[config.mk]
export PLATFORM = sky130hd
export DESIGN_NAME = key_load_ctrl
export DESIGN_NICKNAME = d
export VERILOG_FILES = /design/src/rtl/key_load_ctrl.sv
export SDC_FILE = /design/constraint.sdc
export NUM_CORES = 1
export LEC_CHECK = 0
export ABC_AREA = 1
export BUFFER_PORTS_ARGS = -buffer_cell sky130_fd_sc_hd__buf_2
export CAP_MARGIN = 15
export CORE_MARGIN = 2
export CORE_UTILIZATION = 50
export CTS_CLUSTER_SIZE = 20
export DETAILED_ROUTE_END_ITERATION = 6
export GPL_TIMING_DRIVEN = 0
export HOLD_SLACK_MARGIN = 0.1
export PLACE_DENSITY = 0.69
export SKIP_LAST_GASP = 1
export SYNTH_ARGS = -nofsm -noshare
export SYNTH_HDL_FRONTEND = slang
export SYNTH_SLANG_ARGS = --single-unit
export TNS_END_PERCENT = 5
[constraint.sdc]
create_clock -name C -period 2.8 [get_ports C]
set_clock_uncertainty 0.05 [all_clocks]
set_input_delay 0.28 -clock C [delete_from_list [all_inputs] [get_ports C]]
set_output_delay 0.28 -clock C [all_outputs]
set_load 0.03 [all_outputs]
[src/rtl/key_load_ctrl.sv]
// rtl/key_load_ctrl.sv - serial key loader with parity check for XOR/XNOR key gates
//
// Purpose:
//   Shifts a KEY_W-bit key in MSB-first, followed by one even-parity bit.
//   A key that passes parity is applied on key_out; a failing load clears
//   key_out and raises err. key_out never shows partially shifted data.
//
// Optional feature (macro KEY_LOCKOUT_EN):
//   When defined, FAIL_MAX consecutive parity failures move the block into a
//   LOCKOUT state that only reset can leave. When undefined, failures are
//   unlimited and locked_out is tied low.
//
// Parameters:
//   KEY_W     number of key bits (2..1024)
//   FAIL_MAX  consecutive failures that trigger lockout (1..15)
//
// Ports:
//   C           clock, rising edge
//   R           asynchronous active-low reset
//   start       request a new key load (honoured in IDLE/DONE/ERR)
//   kbit        serial key/parity data
//   kbit_vld    kbit qualifier
//   key_out     applied key (KEY_W bits)
//   key_valid   key_out holds a parity-checked key
//   busy        high while in SHIFT or CHECK
//   err         last load failed parity
//   locked_out  lockout active (KEY_LOCKOUT_EN builds only)

module key_load_ctrl #(
  parameter int KEY_W    = 64,
  parameter int FAIL_MAX = 3
) (
  input  logic             C,
  input  logic             R,
  input  logic             start,
  input  logic             kbit,
  input  logic             kbit_vld,
  output logic [KEY_W-1:0] key_out,
  output logic             key_valid,
  output logic             busy,
  output logic             err,
  output logic             locked_out
);

  // Elaboration-time parameter range guards.
  if (KEY_W < 2 || KEY_W > 1024) begin : g_bad_key_w
    $error("key_load_ctrl: KEY_W out of range");
  end
  if (FAIL_MAX < 1 || FAIL_MAX > 15) begin : g_bad_fail_max
    $error("key_load_ctrl: FAIL_MAX out of range");
  end

  localparam int CW = $clog2(KEY_W + 2);
  // Counter value at which the next accepted bit is the parity bit.
  localparam logic [CW-1:0] CNT_PAR  = CW'(KEY_W);
  // Counter value once key and parity are both captured.
  localparam logic [CW-1:0] CNT_FULL = CW'(KEY_W + 1);

`ifdef KEY_LOCKOUT_EN
  localparam logic [3:0] FAIL_LIM = 4'(FAIL_MAX);

  typedef enum logic [2:0] {
    S_IDLE    = 3'd0,
    S_SHIFT   = 3'd1,
    S_CHECK   = 3'd2,
    S_DONE    = 3'd3,
    S_ERR     = 3'd4,
    S_LOCKOUT = 3'd5
  } state_t;
`else
  typedef enum logic [2:0] {
    S_IDLE  = 3'd0,
    S_SHIFT = 3'd1,
    S_CHECK = 3'd2,
    S_DONE  = 3'd3,
    S_ERR   = 3'd4
  } state_t;
`endif

  state_t           state;
  state_t           next_state;
  logic [KEY_W-1:0] shreg;
  logic [CW-1:0]    cnt;
  logic             par_bit;
  logic [3:0]       fail_cnt;

  logic             accept;
  logic             load_start;
  logic             parity_ok;

  logic [KEY_W-1:0] key_out_d;
  logic             key_valid_d;
  logic             busy_d;
  logic             err_d;

  // Once the counter is full, further bits are ignored until CHECK.
  assign accept     = (state == S_SHIFT) && kbit_vld && (cnt != CNT_FULL);
  assign load_start = (next_state == S_SHIFT) && (state != S_SHIFT);
  assign parity_ok  = ~((^shreg) ^ par_bit);

  // State register
  always_ff @(posedge C or negedge R) begin
    if (!R) begin
      state <= S_IDLE;
    end else begin
      state <= next_state;
    end
  end

  // Next-state logic
  always_comb begin
    next_state = state;
    case (state)
      S_IDLE, S_DONE: begin
        if (start) next_state = S_SHIFT;
      end
      S_ERR: begin
`ifdef KEY_LOCKOUT_EN
        if (fail_cnt >= FAIL_LIM) next_state = S_LOCKOUT;
        else if (start)           next_state = S_SHIFT;
`else
        if (start) next_state = S_SHIFT;
`endif
      end
      // The parity bit lands in one edge; CHECK is entered on the following
      // edge, giving two edges from the last accepted bit to the result.
      S_SHIFT: begin
        if (cnt == CNT_FULL) next_state = S_CHECK;
      end
      S_CHECK: begin
        next_state = parity_ok ? S_DONE : S_ERR;
      end
`ifdef KEY_LOCKOUT_EN
      S_LOCKOUT: begin
        next_state = S_LOCKOUT;
      end
`endif
      default: next_state = S_IDLE;
    endcase
  end

  // Output logic: next values of the registered outputs
  always_comb begin
    key_out_d   = key_out;
    key_valid_d = (next_state == S_DONE);
    busy_d      = (next_state == S_SHIFT) || (next_state == S_CHECK);
    err_d       = (next_state == S_ERR);
`ifdef KEY_LOCKOUT_EN
    err_d       = err_d || (next_state == S_LOCKOUT);
`endif
    if (state == S_CHECK && next_state == S_DONE) begin
      key_out_d = shreg;
    end else if (load_start || next_state == S_ERR) begin
      key_out_d = '0;
    end
  end

  // Datapath and registered outputs
  always_ff @(posedge C or negedge R) begin
    if (!R) begin
      shreg     <= '0;
      cnt       <= '0;
      par_bit   <= 1'b0;
      fail_cnt  <= 4'd0;
      key_out   <= '0;
      key_valid <= 1'b0;
      busy      <= 1'b0;
      err       <= 1'b0;
    end else begin
      key_out   <= key_out_d;
      key_valid <= key_valid_d;
      busy      <= busy_d;
      err       <= err_d;

      if (load_start) begin
        shreg   <= '0;
        cnt     <= '0;
        par_bit <= 1'b0;
      end else if (accept) begin
        if (cnt == CNT_PAR) begin
          par_bit <= kbit;
        end else begin
          shreg <= {shreg[KEY_W-2:0], kbit};
        end
        cnt <= cnt + CW'(1);
      end

      if (state == S_CHECK) begin
        if (parity_ok)             fail_cnt <= 4'd0;
        else if (fail_cnt != 4'hF) fail_cnt <= fail_cnt + 4'd1;
      end
    end
  end

`ifdef KEY_LOCKOUT_EN
  always_ff @(posedge C or negedge R) begin
    if (!R) begin
      locked_out <= 1'b0;
    end else begin
      locked_out <= (next_state == S_LOCKOUT);
    end
  end
`else
  assign locked_out = 1'b0;
`endif

endmodule

======== Word level (Yosys, flattened, before mapping) ========
Cells that the tools add are included.
Widths: inputs -> output; s select.
word-level totals
  flip-flop bits (word level) ............. 142
  input bits .............................. 5
operators by class
  $add $sub $neg .......................... 1
  equal/unequal tests ..................... 13
  multiplexer cells ....................... 14
  bitwise gates (word level) .............. 1
  reductions and logical operators ........ 14
operators with widths
  kind                 count
  $mux 64              5
  $reduce_xor 64->1    1
  $eq 7x7->1 const B   2
  $mux 7               2
  $eq 3x2->1 const B   4
  $mux 3               3
  $pmux 3 s3           1
  $add 7x1->7 const B  1
  $ne 7x7->1 const B   1
  $eq 3x1->1 const B   2
  $eq 3x3->1 const B   2
  $reduce_bool 2->1    3
  $logic_and 1x1->1    4
  $reduce_and 2->1     2
  $logic_not 3->1      1
  $mux 1               3
  $ne 3x1->1 const B   1
  $reduce_or 3->1      1
  $logic_or 1x1->1     2
  $ne 2x2->1 const B   1
  $xor 1x1->1          1

======== Logic depth before layout (Yosys ltp) ========
Gate-level depths: netlist of run 1.
  word-level depth ........................ 9
  mapped depth ............................ 22
  mapped depth without buffers ............ 19

======== Least setup slack after synthesis of run 1 ========
Ideal clock, no wire load.
  kind .................................... reg2reg
  start ................................... reg shreg[8]
  end ..................................... reg cnt[5]
  setup time .............................. 114 ps
  arrival ................................. 1926 ps
  slack ................................... 710 ps
  stages on the path, launching flop included .. 22
  buffers on the path ..................... 3
  cells stage by stage .................... dfrtp_1 inv_1 nand2_1 nand2_1 inv_2 nand2_1 nand2_1 nand2_1 nand2_1 nand2_1 nand2_1 nand2_1 inv_1 nor2_2 nand3_1 nand3_2 nand4_1 buf_4 buf_6 buf_6 nand3b_1 inv_1
on the way
  longest elaborated chain between the ends .. 7
  elaborated cells between the ends (all ways) .. 8
  those cells by class .................... 1 x eq/ne; 3 x mux; 1 x bitwise; 3 x reduce/logical
ends and longest elaborated chain
  element                                             RTL line  source
  from (decl)                                         82        logic [KEY_W-1:0] shreg;
  from (signal assigned)                              183       shreg <= {shreg[KEY_W-2:0], kbit};
  $reduce_xor 64->1 (*)                               99        assign parity_ok = ~((^shreg) ^ par_bit);
  $xor 1x1->1 (*)                                     99
  $mux 3 (*)                                          131       next_state = parity_ok ? S_DONE : S_ERR;
  $pmux 3 s3 (*)                                      113       case (state)
  $eq 3x1->1 (*)                                      98        assign load_start = (next_state == S_SHIFT) && (state != S_SHIFT);
  $logic_and 1x1->1 (*)                               98
  $mux 7 / $reduce_bool 2->1 (equally long branches)  --
  to (signal assigned)                                185       cnt <= cnt + CW'(1);
  to (decl)                                           83        logic [CW-1:0] cnt;
Mark *: on every way between the ends. The rest lies on a longest branch, timed or not.
A chain may end at the register's enable or synchronous reset.

======== Worst setup path after layout of run 1 ========
  start ................................... reg shreg[15]
  end ..................................... reg key_out[0]
on the way
  longest elaborated chain between the ends .. 8
  elaborated cells between the ends (all ways) .. 12
  those cells by class .................... 3 x eq/ne; 3 x mux; 1 x bitwise; 5 x reduce/logical
ends and longest elaborated chain
  element                      RTL line  source
  $reduce_xor 64->1 (*)        99
  $xor 1x1->1 (*)              99
  $mux 3 (*)                   131
  $pmux 3 s3 (*)               113
  $eq 3x1->1                   98
  $logic_and 1x1->1            98
  $logic_or 1x1->1             153       end else if (load_start || next_state == S_ERR) begin
  $reduce_bool 2->1 (no line)  --
  to (signal assigned)         170       key_out <= key_out_d;
  to (decl)                    38        output logic [KEY_W-1:0] key_out,
Marks and branches as above.

==> results of run 1 <==
layout make-up:
class | count | area share [%]
flip-flops and latches | 142 | 40.8
inverters | 154 | 6.64
plain buffers | 50 | 3.15
well taps | 184 | 2.64
multi-input cells | 678 | 36.3
clock inverters | 2 | 0.115
clock buffers | 25 | 5.69
repair buffers | 74 | 4.70
timing repair:
action                     CTS  global route
setup endpoints to repair    0            80
hold buffers                 2             0
hold endpoints to repair    60             0
gates resized for setup      0             2
worst max-delay path by stage:
stage	from	end	slack, ns	cells after the start
2_1_floorplan	shreg[8]	cnt[5]	0.71	21
3_3_place_gp	R	shreg[11]	-0.63	1
3_5_place_dp	cnt[1]	shreg[9]	0.25	13
4_1_cts	shreg[15]	key_out[61]	0.21	21
5_1_grt	shreg[8]	key_out[61]	-0.07	21
6_report	shreg[15]	key_out[0]	0.26	21
kinds of logic (layout without fill, tap and decap cells):
family          count (synthesis)  in the layout  synth area share (%)
simple gates                  581            581                  31.6
flops                         142            142                  47.0
compound gates                 73             73                  7.34
xor+xnor                       20             20                  2.32
other cells                     1              1                0.0496
fa+ha+maj                       3              3                 0.496
buf+inv                       204            305                  11.2
flip-flops by register name, summed over array words and instances (netlist names):
name	flops
par_bit	1
busy	1
cnt	7
key_out	64
shreg	64
state	3
key_valid	1
err	1
per-stage QoR:
step	hold slack [ns]	worst slack [ns]	utilization, %	instances	setup TNS, ns
after CTS	0.193	0.206	59.5	1309	0
final	0.212	0.257	59.5	1309	0
after global placement	0.444	-0.634	55.7	1279	-88.49
after detailed placement	0.238	0.255	55.9	1280	0
after floorplan	-0.0656	0.710	-	1024	0
after global routing	0.246	-0.0667	59.5	1309	-0.886
cell usage after synthesis, drive strengths merged:
cell / n
a21oi: 2
o21a: 1
ha: 3
nor2: 15
nor3: 1
a21boi: 1
a31o: 1
nand4: 66
nand3b: 2
o21ai: 3
clkbuf: 15
nand3: 21
nand2: 476
dfrtp: 142
xnor2: 9
xor2: 11
buf: 35
conb: 1
clkinv: 1
o211ai: 65
inv: 153
worst max-delay path, stage by stage (launching register included):
cell	delay [ns]
dfrtp_1	0.43
inv_2	0.09
nand2_1	0.07
nand2_1	0.11
nand2_1	0.06
nand2_1	0.09
inv_1	0.04
nand2_1	0.04
nand2_1	0.07
nand2_1	0.06
nand2_1	0.06
nand2_1	0.05
inv_1	0.04
nor2_2	0.12
inv_1	0.05
nand2_1	0.09
nand2_1	0.07
a21boi_2	0.18
buf_4	0.25
buf_2	0.25
nand4_1	0.12
nand2_1	0.07
routing by layer:
| layer | share of wire (%) | GRT usage [%] | vias to the layer above |
|---|---|---|---|
| met3 | 3.5 | 5.15 | 21 |
| met1 | 48 | 29.1 | 3033 |
| li1 | - | - | 3391 |
| met2 | 47 | 35.3 | 95 |
| met5 | 0 | 0 | - |
| met4 | 1.6 | 7.24 | 0 |
power by group:
part	switching (µW)	internal [µW]	total (µW)	leakage, µW
Sequential	735	2650	3380	0.00181
Combinational	2900	1710	4610	0.00316
Clock	788	1200	1980	0.000251
Total	4430	5560	9980	0.00522
==> metrics.md, run 1 <==
| Metric | Value |
|---|---|
| Clock-pin slew on the worst setup and hold paths | 0.06 ns |
| CTS Sinks | 142 |
| Layout area overhead | 15.2% |
| Clock root buffer | clkbuf_16 |
| RD Place Congestion | 0.831 |
| Most common cell after layout, fill and taps aside | nand2_1 |
| Worst r2r src | shreg[15] |
| Number of port buffers | 71 |
| Vias post-DR | 6540 |
| Vias/cell | 5.00 |
| Max VDD drop | 0.528 mV |
| Min Tclk post-route | 2.54 ns |
| Post-synthesis sequential area ratio | 47.0% |
| Initial DRC Count | 355 |
| Diode count | 0 |
| Initial core utilization | 51.7% |
| Flops & latches, synth | 142 |
| Worst min path class | primary input to flop |
| Synthesized area | 7560 µm² |
| Antenna Nets Post-Route | 0 |
| Max-slew headroom | 57.0% |
| Unrepaired setup endpoints after global routing | true |
| CTS tree | done |
| Cells after Synth | 1024 |
| Number of fill cells | 1356 |
| R2R setup slack | 0.26 ns |
| Fin area | 8710 µm² |
| Crit path launch type | flop |
| Setup CP Type | flop to flop |
| Status | completed |
| DP HPWL | 11.7 mm |
| Leak | 0.00522 µW |
| Largest net degree at the start of global routing | 84 |
| Worst Max-Slew Pin Slew | 0.645 ns |
| First-pass GRT wire length | 28.1 mm |
| Postcts setup bufs | 0 |
| Tot Pwr | 9980 µW |
| Share of cells above drive strength 1 | 13.5% |
| Unique masters post-synth | 28 |
| Hold EP | state[0] |
| Yosys warning count | 0 |
| Ports | 73 |
| Max-cap violations | 0 |
| Yosys top cell by area | dfrtp_1 |
| Storage cell area | 3550 µm² |
| Htree depth | 4 |
| Total global-route track usage | 21.8% |
| Req. time, crit path | 3.11 ns |
| Share of the synthesized area in the top cell type | 47.0% |
| Die height | 127 µm |
| Die width | 127 µm |
| Fin crit share | 90.8% |
| Fmax | 393 MHz |
| Worst Path Max Fanout | 10 |
| Initial antenna violation count | 0 |
| DP Area | 8180 µm² |
| Final setup violation count | 0 |
| Most frequent cells in the layout | nand2_1 (476), dfrtp_1 (142), inv_1 (134), buf_2 (90), nand4_1 (66) |
| Num rows | 44 |
| Critical path arrival | 2.85 ns |
| Pwr Density | 1150 nW/µm² |
| Vias in the first global route | 5992 |
| Drt pass-1 iters | 5 |
| Hold path start | start |
| Remaining Overflow, GRT | 0 |
| Worst-case reg-to-reg path depth | 21 |
| Worst hold stages | 3 |
| Clock Latency Late Sink | 0.43 ns |
| Final wirelength | 16.7 mm |
| Slew Viols, Final | 0 |
| Synthesized net count | 1032 |
| Max Root-Sink Buffers | 2 |
| DR WL/cell | 12.8 µm |
| CTS Buf Count | 17 |
| Multi-input gate area | 3160 µm² |
| Floorplan core area | 14600 µm² |
| Nets | 1125 |
| # DRC | 0 |
| Final Hold Viols | 0 |
| R2r endpoint | key_out[0] |
| Synth area leaders | dfrtp_1 (47%), nand2_1 (24%), inv_1 (6.6%) |
| Die footprint | 16100 µm² |
| Element type at the critical path end | flop |
| Syn Area/Cell | 7.39 µm² |
Note: power is estimated with default switching activity, not from simulation.
==> inputs of run 2 (changes only) <==
CORE_MARGIN = unset   (was 2)
==> metrics.md, run 2 (synthesis gave the netlist of run 1 again) <==
| Metric | Value |
|---|---|
| Status | finished, violations left |
| Failing checks | DRC |
| Largest regs | key_out x64, shreg x64, cnt x7 |
| Vias/cell | 5.07 (+1.5%) |
| CTS tree | done |
| Max-slew headroom | 55.5% (-1.5 points) |
| DP HPWL | 11.7 mm (-0.34%) |
| Clock-pin slew on the worst setup and hold paths | 0.06 ns (about the same) |
| Ports | 73 (unchanged) |
| Worst Max-Slew Pin Slew | 0.667 ns (+0.0226 ns) |
| Drt pass-1 iters | 6 (+1) |
| Nets | 1125 (unchanged) |
| Setup CP Type | flop to flop |
| Element type at the critical path end | flop |
| Critical Path, Cell by Cell | inv_1, ha_1, nand3_1, inv_1, nor2_1, nand2_1, inv_1, nand2_1, clkbuf_1, clkbuf_1, nand2_1, o211ai_1, inv_1 |
| Die height | 125 µm (-1.6%) |
| Crit-path leading delay family | buffers and inverters |
| Total global-route track usage | 22.7% (+0.97 points) |
| Final wirelength | 16.7 mm (-0.38%) |
| Internal cell power | 5720 µW (+2.8%) |
| Final setup violation count | 0 (unchanged) |
| Diode count | 0 (unchanged) |
| Unrepaired setup endpoints after global routing | true |
| DP Area | 8180 µm² (unchanged) |
| CP Buf/Inv Count | 6 (unchanged) |
| CTS Sinks | 142 (unchanged) |
| Initial DRC Count | 435 (+23%) |
| Die width | 125 µm (-1.6%) |
| Clock Latency Late Sink | 0.43 ns (about the same) |
| Most frequent cells in the layout | nand2_1 (476), dfrtp_1 (142), inv_1 (134), buf_2 (90), nand4_1 (66) |
| Worst Path Max Fanout | 10 (unchanged) |
| Number of fill cells | 1387 (+2.3%) |
| Final Hold Viols | 0 (unchanged) |
| Vias post-DR | 6663 (+1.9%) |
| Fmax | 380 MHz (-3.5%) |
| Slew Viols, Final | 0 (unchanged) |
| CTS Buf Count | 17 (unchanged) |
| First-pass GRT wire length | 28.2 mm (+0.35%) |
| Switching Fraction | 44.1% (-0.28 points) |
| Antenna Nets Post-Route | 0 (unchanged) |
| Most common cell after layout, fill and taps aside | nand2_1 |
| Pre-CTS WS | 0.194 ns (-0.0613 ns) |
| Clock network power share | 21.4% (+1.5 points) |
| Number of port buffers | 71 (unchanged) |
| Cell repeated most along the worst path | inv_1 |
| Hold WS | 0.203 ns (-0.00907 ns) |
| Clock root buffer | clkbuf_16 |
| Share of cells above drive strength 1 | 14.0% (+0.47 points) |
| Leak | 0.00526 µW (+0.76%) |
| Initial antenna violation count | 0 (unchanged) |
| Post-Layout Cell Count | 1314 (+0.38%) |
| Min Tclk post-route | 2.63 ns (+0.0920 ns) |
| Worst Slack Setup Final | 0.165 ns (-0.0920 ns) |
| # DRC | 16 (+16) |
| Floorplan core area | 14600 µm² (unchanged) |
| Seq pwr share | 33.4% (-0.5 points) |
| Critical path arrival | 2.90 ns (+0.05 ns) |
| CP max stage delay | 0.45 ns (+0.02 ns) |
| Vias in the first global route | 6117 (+2.1%) |
| Die footprint | 15600 µm² (-3.1%) |
| Placed insts | 1280 (unchanged) |
| Largest net degree at the start of global routing | 74 (-12%) |
| Remaining Overflow, GRT | 0 (unchanged) |
| DR WL/cell | 12.7 µm (-0.76%) |
| Pwr Density | 1160 nW/µm² (+1.5%) |
| Max Root-Sink Buffers | 2 (unchanged) |
| Worst min path class | primary input to flop |
| Crit path launch type | flop |
| Fin area | 8780 µm² (+0.79%) |
| Max-cap violations | 0 (unchanged) |
| Num rows | 44 (unchanged) |
| Htree depth | 4 (unchanged) |
| Initial core utilization | 51.7% (unchanged) |
| Slowest library cell on the worst path | clkbuf_1 |
| Logic pwr share | 45.2% (-1.0 points) |
| Layout area overhead | 16.1% |
| RD Place Congestion | 0.811 (-2.3%) |
| Fin crit share | 94.1% (+3.3 points) |
| Max VDD drop | 0.802 mV (+52%) |
| Switching power | 4500 µW (+1.7%) |
| Req. time, crit path | 3.07 ns (-0.04 ns) |
-- run 2: timing repair --
item / 4_1_cts / 5_1_grt
setup endpoints to repair: 0 / 44
endpoints found under the hold margin: 70 / 0
hold buffers: 2 / 0
gates resized for setup: 0 / 2
setup buffers: 0 / 0
-- run 2: final cells by class --
type	instances	area (µm²)	share of cell area (%)
plain buffers	50	274	3.12
clock buffers	26	519	5.91
clock inverters	6	55.1	0.627
inverters	154	578	6.58
multi-input cells	678	3160	36.0
flip-flops and latches	142	3550	40.5
well taps	184	230	2.62
repair buffers	74	409	4.66
-- run 2: worst paths after layout --
path | startpoint | cells past startpoint | slack, ns | end
worst min register to register | key_out[45] | 2 | 0.46 | key_out[45]
min in group asynchronous | R | 2 | 0.39 | key_out[42]
worst max register to register | cnt[1] | 13 | 0.17 | shreg[5]
max in group asynchronous | R | 3 | 1.55 | shreg[11]
worst min-delay path | start | 3 | 0.20 | state[0]
worst max-delay path | cnt[1] | 13 | 0.17 | shreg[5]
-- run 2: per-stage QoR --
stage / util, % / TNS, ns / total power [µW]
2_1_floorplan: - / 0 / 7030
3_3_place_gp: 55.7 / -93.38 / 7880
3_5_place_dp: 55.9 / 0 / 8020
4_1_cts: 59.9 / 0 / 10300
5_1_grt: 60.0 / -0.910 / 11200
6_report: 60.0 / 0 / 10200
-- run 2: power by group through the flow --
stage	registers, µW	logic [µW]	clock network, µW
3_3_place_gp	3410	4470	0
6_report	3420	4620	2180
2_1_floorplan	3330	3690	0
3_5_place_dp	3420	4600	0
4_1_cts	3400	4640	2220
5_1_grt	3510	5410	2310
-- run 2: worst min-delay path, cell delays in order --
cell     delay, ns
buf_2         0.11
o21ai_0       0.10
nand3_1       0.13
-- run 2: per-layer routing --
metal | routed length, µm | global-route usage [%]
met5 | 0 | 0
met4 | 405 | 8.90
met3 | 668 | 5.95
met1 | 7930 | 29.3
met2 | 7650 | 36.7
